## config.mk

```make
export PLATFORM = sky130hd
export DESIGN_NAME = axis_udp_filter_arb
export DESIGN_NICKNAME = d
export VERILOG_FILES = /design/src/rtl/axis_udp_filter_arb.sv
export SDC_FILE = /design/constraint.sdc
export NUM_CORES = 1
export LEC_CHECK = 0
export CAP_MARGIN = 10
export CORE_AREA = 2 2 154 156
export DETAILED_ROUTE_END_ITERATION = 10
export DIE_AREA = 0 0 156 158
export MAX_ROUTING_LAYER = met4
export PLACE_DENSITY = 0.69
export SLEW_MARGIN = 20
export SYNTH_ARGS = -nofsm -noshare
export SYNTH_HDL_FRONTEND = slang
export SYNTH_SLANG_ARGS = --single-unit
```

## constraint.sdc

```tcl
create_clock -name clk_i -period 1.9 [get_ports clk_i]
set_input_delay 0.38 -clock clk_i [delete_from_list [all_inputs] [get_ports clk_i]]
set_output_delay 0.38 -clock clk_i [all_outputs]
set_load 0.01 [all_outputs]
```

## src/rtl/axis_udp_filter_arb.sv

```systemverilog
// ---------------------------------------------------------------------------
// axis_udp_filter_arb
//
// Frame-granular round-robin arbiter that shares one UDP filter datapath
// between NUM_PORTS AXI-Stream sources. A source is granted in IDLE, keeps the
// grant for its whole frame (through tlast), and its beats pass through a
// one-deep output register toward the filter.
//
// Optional feature macro: AXIS_UDP_FILTER_ARB_TIMEOUT_EN
//   When defined, a stall watchdog aborts a frame whose granted source stops
//   presenting data for TIMEOUT_CYCLES cycles: abort_o pulses, a zero-strobe
//   tlast beat is injected downstream, and the rest of the source frame is
//   drained and discarded.
//
// Ports:
//   clk_i, rst_n_i           clock, asynchronous active-low reset
//   en_i                     arbitration enable (gates new grants only)
//   s_axis_*                 NUM_PORTS slave streams, port k at slice k
//   m_axis_*                 single master stream to the filter interface
//   grant_o                  one-hot current grant, zero when idle
//   busy_o                   high while a frame is locked
//   frame_cnt_o              frames forwarded (wrapping 16-bit)
//   abort_o                  one-cycle watchdog abort pulse (0 without macro)
// ---------------------------------------------------------------------------
module axis_udp_filter_arb #(
    parameter int NUM_PORTS      = 4,
    parameter int TIMEOUT_CYCLES = 1024
) (
    input  logic                   clk_i,
    input  logic                   rst_n_i,
    input  logic                   en_i,
    input  logic [NUM_PORTS-1:0]   s_axis_tvalid,
    input  logic [NUM_PORTS*64-1:0] s_axis_tdata,
    input  logic [NUM_PORTS*8-1:0] s_axis_tstrb,
    input  logic [NUM_PORTS-1:0]   s_axis_tlast,
    output logic [NUM_PORTS-1:0]   s_axis_tready,
    output logic                   m_axis_tvalid,
    output logic [63:0]            m_axis_tdata,
    output logic [7:0]             m_axis_tstrb,
    output logic                   m_axis_tlast,
    input  logic                   m_axis_tready,
    output logic [NUM_PORTS-1:0]   grant_o,
    output logic                   busy_o,
    output logic [15:0]            frame_cnt_o,
    output logic                   abort_o
);

    localparam int AXIS_DATA_WIDTH = 64;
    localparam int PTR_W           = $clog2(NUM_PORTS);
    localparam int CW              = PTR_W + 1;

`ifdef AXIS_UDP_FILTER_ARB_TIMEOUT_EN
    typedef enum logic [1:0] {S_IDLE, S_LOCK, S_DRAIN} state_t;
    localparam logic [15:0] STALL_LIMIT = 16'(TIMEOUT_CYCLES - 1);
`else
    typedef enum logic [1:0] {S_IDLE, S_LOCK} state_t;
`endif

    state_t                       r_state, w_nextState;
    logic [PTR_W-1:0]             r_ptr, r_gidx, w_pickIdx, w_nextPtr;
    logic [CW-1:0]                w_cand, w_gPlus;
    logic                         w_pickFound;
    logic [NUM_PORTS-1:0]         r_grant;
    logic                         r_mValid, r_mLast;
    logic [AXIS_DATA_WIDTH-1:0]   r_mData;
    logic [7:0]                   r_mStrb;
    logic [15:0]                  r_frameCnt;
    logic                         w_outFree, w_srcValid, w_srcLast, w_xfer, w_frameEnd;

    assign w_outFree  = !r_mValid || m_axis_tready;
    assign w_srcValid = s_axis_tvalid[r_gidx];
    assign w_srcLast  = s_axis_tlast[r_gidx];
    assign w_xfer     = (r_state == S_LOCK) && w_srcValid && w_outFree;

`ifdef AXIS_UDP_FILTER_ARB_TIMEOUT_EN
    logic [15:0] r_stallCnt;
    logic        r_abort, r_injPend, r_drained, r_mInj;
    logic        w_stallHit, w_drainLast, w_inject, w_drainExit;

    assign w_stallHit  = (r_state == S_LOCK) && !w_srcValid && (r_stallCnt == STALL_LIMIT);
    assign w_drainLast = (r_state == S_DRAIN) && !r_drained && w_srcValid && w_srcLast;
    assign w_inject    = (r_state == S_DRAIN) && r_injPend && w_outFree;
    assign w_drainExit = (r_state == S_DRAIN) && (r_drained || w_drainLast) && (!r_injPend || w_inject);
    assign w_frameEnd  = (w_xfer && w_srcLast) || w_drainExit;
    assign abort_o     = r_abort;
`else
    assign w_frameEnd  = w_xfer && w_srcLast;
    assign abort_o     = 1'b0;
`endif

    // Round-robin search: first requester at or after the pointer, with wrap,
    // plus the pointer value that follows the current grant.
    always_comb begin
        w_pickIdx   = '0;
        w_pickFound = 1'b0;
        w_cand      = '0;
        for (int i = 0; i < NUM_PORTS; i++) begin
            w_cand = {1'b0, r_ptr} + CW'(i);
            if (w_cand >= CW'(NUM_PORTS)) w_cand = w_cand - CW'(NUM_PORTS);
            if (!w_pickFound && s_axis_tvalid[w_cand[PTR_W-1:0]]) begin
                w_pickFound = 1'b1;
                w_pickIdx   = w_cand[PTR_W-1:0];
            end
        end
        w_gPlus = {1'b0, r_gidx} + CW'(1);
        if (w_gPlus >= CW'(NUM_PORTS)) w_gPlus = '0;
        w_nextPtr = w_gPlus[PTR_W-1:0];
    end

    // FSM state register.
    always_ff @(posedge clk_i or negedge rst_n_i) begin
        if (!rst_n_i) r_state <= S_IDLE;
        else          r_state <= w_nextState;
    end

    // FSM next state and the per-source ready fan-out. Only the granted port
    // ever sees ready; in DRAIN it is forced high until the frame's tlast.
    always_comb begin
        w_nextState   = r_state;
        s_axis_tready = '0;
        case (r_state)
            S_IDLE: begin
                if (en_i && w_pickFound) w_nextState = S_LOCK;
            end
            S_LOCK: begin
                s_axis_tready[r_gidx] = w_outFree;
                if (w_xfer && w_srcLast) w_nextState = S_IDLE;
`ifdef AXIS_UDP_FILTER_ARB_TIMEOUT_EN
                else if (w_stallHit) w_nextState = S_DRAIN;
`endif
            end
`ifdef AXIS_UDP_FILTER_ARB_TIMEOUT_EN
            S_DRAIN: begin
                s_axis_tready[r_gidx] = !r_drained;
                if (w_drainExit) w_nextState = S_IDLE;
            end
`endif
            default: w_nextState = S_IDLE;
        endcase
    end

    // Grant bookkeeping: latch the winner on leaving IDLE, release it and
    // advance the pointer past it when the frame ends.
    always_ff @(posedge clk_i or negedge rst_n_i) begin
        if (!rst_n_i) begin
            r_ptr   <= '0;
            r_gidx  <= '0;
            r_grant <= '0;
        end else if (r_state == S_IDLE) begin
            if (en_i && w_pickFound) begin
                r_gidx  <= w_pickIdx;
                r_grant <= NUM_PORTS'(1) << w_pickIdx;
            end
        end else if (w_frameEnd) begin
            r_grant <= '0;
            r_ptr   <= w_nextPtr;
        end
    end

    // One-deep output register; contents only change once the filter side
    // has taken the current beat (or the register is empty).
    always_ff @(posedge clk_i or negedge rst_n_i) begin
        if (!rst_n_i) begin
            r_mValid <= 1'b0;
            r_mData  <= '0;
            r_mStrb  <= '0;
            r_mLast  <= 1'b0;
        end else if (w_xfer) begin
            r_mValid <= 1'b1;
            r_mData  <= s_axis_tdata[{r_gidx, 6'd0} +: AXIS_DATA_WIDTH];
            r_mStrb  <= s_axis_tstrb[{r_gidx, 3'd0} +: 8];
            r_mLast  <= w_srcLast;
`ifdef AXIS_UDP_FILTER_ARB_TIMEOUT_EN
        end else if (w_inject) begin
            r_mValid <= 1'b1;
            r_mData  <= '0;
            r_mStrb  <= '0;
            r_mLast  <= 1'b1;
`endif
        end else if (m_axis_tready) begin
            r_mValid <= 1'b0;
        end
    end

`ifdef AXIS_UDP_FILTER_ARB_TIMEOUT_EN
    // Watchdog: counts stalled LOCK cycles, then arms the injected abort beat
    // and tracks whether the stalled frame's tlast has been swallowed yet.
    always_ff @(posedge clk_i or negedge rst_n_i) begin
        if (!rst_n_i) begin
            r_stallCnt <= '0;
            r_abort    <= 1'b0;
            r_injPend  <= 1'b0;
            r_drained  <= 1'b0;
            r_mInj     <= 1'b0;
        end else begin
            r_abort <= w_stallHit;
            if (r_state != S_LOCK || w_xfer) r_stallCnt <= '0;
            else if (!w_srcValid)            r_stallCnt <= r_stallCnt + 16'd1;
            if (w_stallHit)       r_injPend <= 1'b1;
            else if (w_inject)    r_injPend <= 1'b0;
            if (w_stallHit)       r_drained <= 1'b0;
            else if (w_drainLast) r_drained <= 1'b1;
            if (w_xfer)           r_mInj <= 1'b0;
            else if (w_inject)    r_mInj <= 1'b1;
        end
    end
`endif

    // Frame counter: advances when a real tlast beat is accepted downstream;
    // the watchdog's injected beat is not a forwarded frame.
    always_ff @(posedge clk_i or negedge rst_n_i) begin
        if (!rst_n_i) begin
            r_frameCnt <= '0;
`ifdef AXIS_UDP_FILTER_ARB_TIMEOUT_EN
        end else if (r_mValid && m_axis_tready && r_mLast && !r_mInj) begin
`else
        end else if (r_mValid && m_axis_tready && r_mLast) begin
`endif
            r_frameCnt <= r_frameCnt + 16'd1;
        end
    end

    assign m_axis_tvalid = r_mValid;
    assign m_axis_tdata  = r_mData;
    assign m_axis_tstrb  = r_mStrb;
    assign m_axis_tlast  = r_mLast;
    assign grant_o       = r_grant;
    assign busy_o        = (r_state != S_IDLE);
    assign frame_cnt_o   = r_frameCnt;

endmodule
```

==> flow_summary.json <==
{
  "internal_power_mw": 9.06,
  "cp.arrival_ns": 2.12,
  "synth_top_family_by_area": "multiplexers",
  "dieWidth_um": 156,
  "ys_types": 37,
  "dieHeight_um": 158,
  "cap_viol_max_count": 0,
  "synth_ff_type": "dfrtp_1",
  "total_leakage_power_nw": 4.09,
  "diodes": 0,
  "path_class": "reg -> reg",
  "yosysTopAreaCellShare_pct": 43.1,
  "overflow": 0,
  "port_buffers": 398,
  "synth_fa_ha_area_share_pct": 1.09,
  "fin_skew_ns": 0.0102,
  "synthToLayoutAreaGrowth_pct": 83.8,
  "p_per_area_mw_per_mm2": 1270,
  "utilization_pct": 45.9,
  "layout.cells.non_filler": 1076,
  "start_util_pct": 25.0,
  "fillCellCount": 2147,
  "syn-instance-count": 364,
  "place_congestion": 0.830,
  "worstHoldPathType": "in -> async",
  "grt_max_degree": 95,
  "yosysMostFrequentCell": "dfrtp_1",
  "synth_edf_count": 0,
  "clkLatencyLatePin_ns": 0.34,
  "num_vias": 4978,
  "grt_pass1_wl_um": 29200,
  "yosysTopAreaCell": "dfrtp_1",
  "root_buffer": "clkbuf_16",
  "switching_power_mw": 4.32,
  "synth_mux_area_share_pct": 43.6,
  "cts.sinks": 99,
  "vdd_drop_max_mv": 0.600,
  "final_max_slew_viol_count": 0,
  "cp-start-kind": "flop",
  "drtIter0Drc": 182,
  "p_sw_share_pct": 32.3,
  "syn_area_sq_mm": 0.00575,
  "path_max_fanout": 36,
  "tightest_slew_ns": 0.531,
  "syn_avg_cell_area_sq_um": 15.8,
  "synth_area_leaders": "dfrtp_1 (43%), mux4_2 (29%), mux2_2 (14%)",
  "cts-buffers-inserted": 9,
  "whs_ns": 0.409,
  "routedWlPerCell_um": 18.3,
  "cts-htree-levels": 3,
  "place_inst": 1057,
  "comb_power_share_pct": 58.1,
  "synth-seq-cells": 99,
  "detail_route.drc_violations": 0,
  "outcome": "finished clean",
  "layout-drive-gt1-share_pct": 26.0,
  "fmax_mhz": 526,
  "cp-startpoint": "r_gidx[0]",
  "yosysWarnings": 0,
  "p_seq_share_pct": 27.7,
  "gr-usage-all-layers_pct": 16.0,
  "antenna_found_initial": 0,
  "crit-reg2reg-launch": "r_gidx[0]",
  "final.setup.tns_ns": 0,
  "synth_async_sr_flop_share_pct": 100,
  "clkPwrFrac_pct": 14.3,
  "slew_headroom_pct": 64.6,
  "finalCritPeriodShare_pct": 100,
  "period_minus_slack_ns": 1.90,
  "r2r_cells": 4,
  "synth_nets": 669,
  "dieArea_sq_mm": 0.0246,
  "core_sq_mm": 0.0231,
  "tritoncts": "built",
  "io_pins": 400,
  "wl_um": 19700,
  "yosysSeqAreaShare_pct": 43.1,
  "hold_viol": 0,
  "first_pass_iters": 4,
  "nets": 1086,
  "setup_violations": 0,
  "clk_pin_slew_worst_paths_ns": 0.07,
  "synthTopCellsByCount": "dfrtp_1 (99), mux4_2 (74), mux2_2 (69)",
  "required_ns": 2.12,
  "synth-simple-area-share_pct": 5.15,
  "grt_pass1_vias": 5475,
  "p_total_mw": 13.4,
  "yosys.area_share.xor_xnor_pct": 2.28,
  "endpoint_kind": "flop",
  "ant_nets": 0,
  "clockBufferDepth": 2,
  "rsz0062_at_grt": "true",
  "hpwlAfterDp_um": 16300,
  "fp-row-count": 56,
  "drt-vias-per-instance": 4.63,
  "synth-compound-area-share_pct": 1.28
}
## through the flow
stage	setup slack, ns	cell area, sq um
after floorplan	0.0745	5750
after global placement	-0.299	10200
after detailed placement	-0.327	10200
after CTS	-0.00788	10600
after global routing	-0.0576	10600
final	0.000606	10600
## placed cells by master (no fill, tap or decap), drive strengths merged, types with 10 or more instances in the layout
cell type / Yosys / layout
mux4: 74 / 74
nand2: 14 / 14
clkdlybuf4s50: 0 / 393
nand3: 10 / 10
buf: 19 / 37
xnor2: 13 / 13
clkbuf: 9 / 13
mux2: 74 / 74
dfrtp: 99 / 99
## state kept, by name (all words and copies together) (netlist names)
signal         cells
frame_cnt_o       16
r_gidx             2
r_ptr              2
grant_o            4
m_axis_tstrb       8
m_axis_tdata      64
m_axis_tvalid      1
m_axis_tlast       1
r_state            1
## critical path: stages, from the launching register on
cell and delay (ns):
dfrtp_4 0.45, mux4_2 0.56, nand3_4 0.14, buf_12 0.22, mux2_2 0.37
## cell type report
type	count	area [sq um]	area share [%]
clock buffers	11	253	2.39
clock inverters	5	60.1	0.568
inverters	3	11.3	0.106
multi-input cells	234	3080	29.2
flip-flops and latches	99	2490	23.5
well taps	290	363	3.43
repair buffers	434	4320	40.8
## what timing repair did
item,in CTS,in global routing
setup buffers,2,0
hold buffers,1,0
resized for setup,11,4
setup endpoints to repair,5,70
hold endpoints to repair,5,0
## logic make-up after synthesis
group / Yosys count
muxes: 149
DFF: 99
and+or+nand+nor: 54
buffers and inverters: 31
xor gates and xnor gates: 15
AOI/OAI and AO/OA: 10
adders and majority gates: 5
other: 1
## routing by layer
metal / routed length [um] / GRT usage, % / vias to the layer above
met3: 1420 / 3.83 / 22
met2: 10500 / 28.8 / 214
li1: - / - / 2269
met4: 320 / 4.72 / 0
met1: 7460 / 17.6 / 2473
met5: 0 / - / -
## worst paths after layout
| kind | slack (ns) | to |
|---|---|---|
| min in group clk_i | 0.48 | frame_cnt_o[15] |
| max in group asynchronous | 0.76 | m_axis_tdata[17] |
| setup / recovery | 0.0006 | m_axis_tdata[26] |
| hold / removal | 0.41 | r_ptr[1] |
| setup reg to reg | 0.0006 | m_axis_tdata[26] |
| hold reg to reg | 0.48 | frame_cnt_o[15] |
## power by group through the flow
stage	registers (mW)	clock network [mW]	logic, mW
after floorplan	4.02	0	3.89
after global placement	3.71	0	7.79
after detailed placement	3.75	0	7.87
after CTS	3.71	1.99	7.92
after global routing	3.84	2.08	8.30
final	3.70	1.91	7.77
Note: power is estimated with default switching activity, not from simulation.
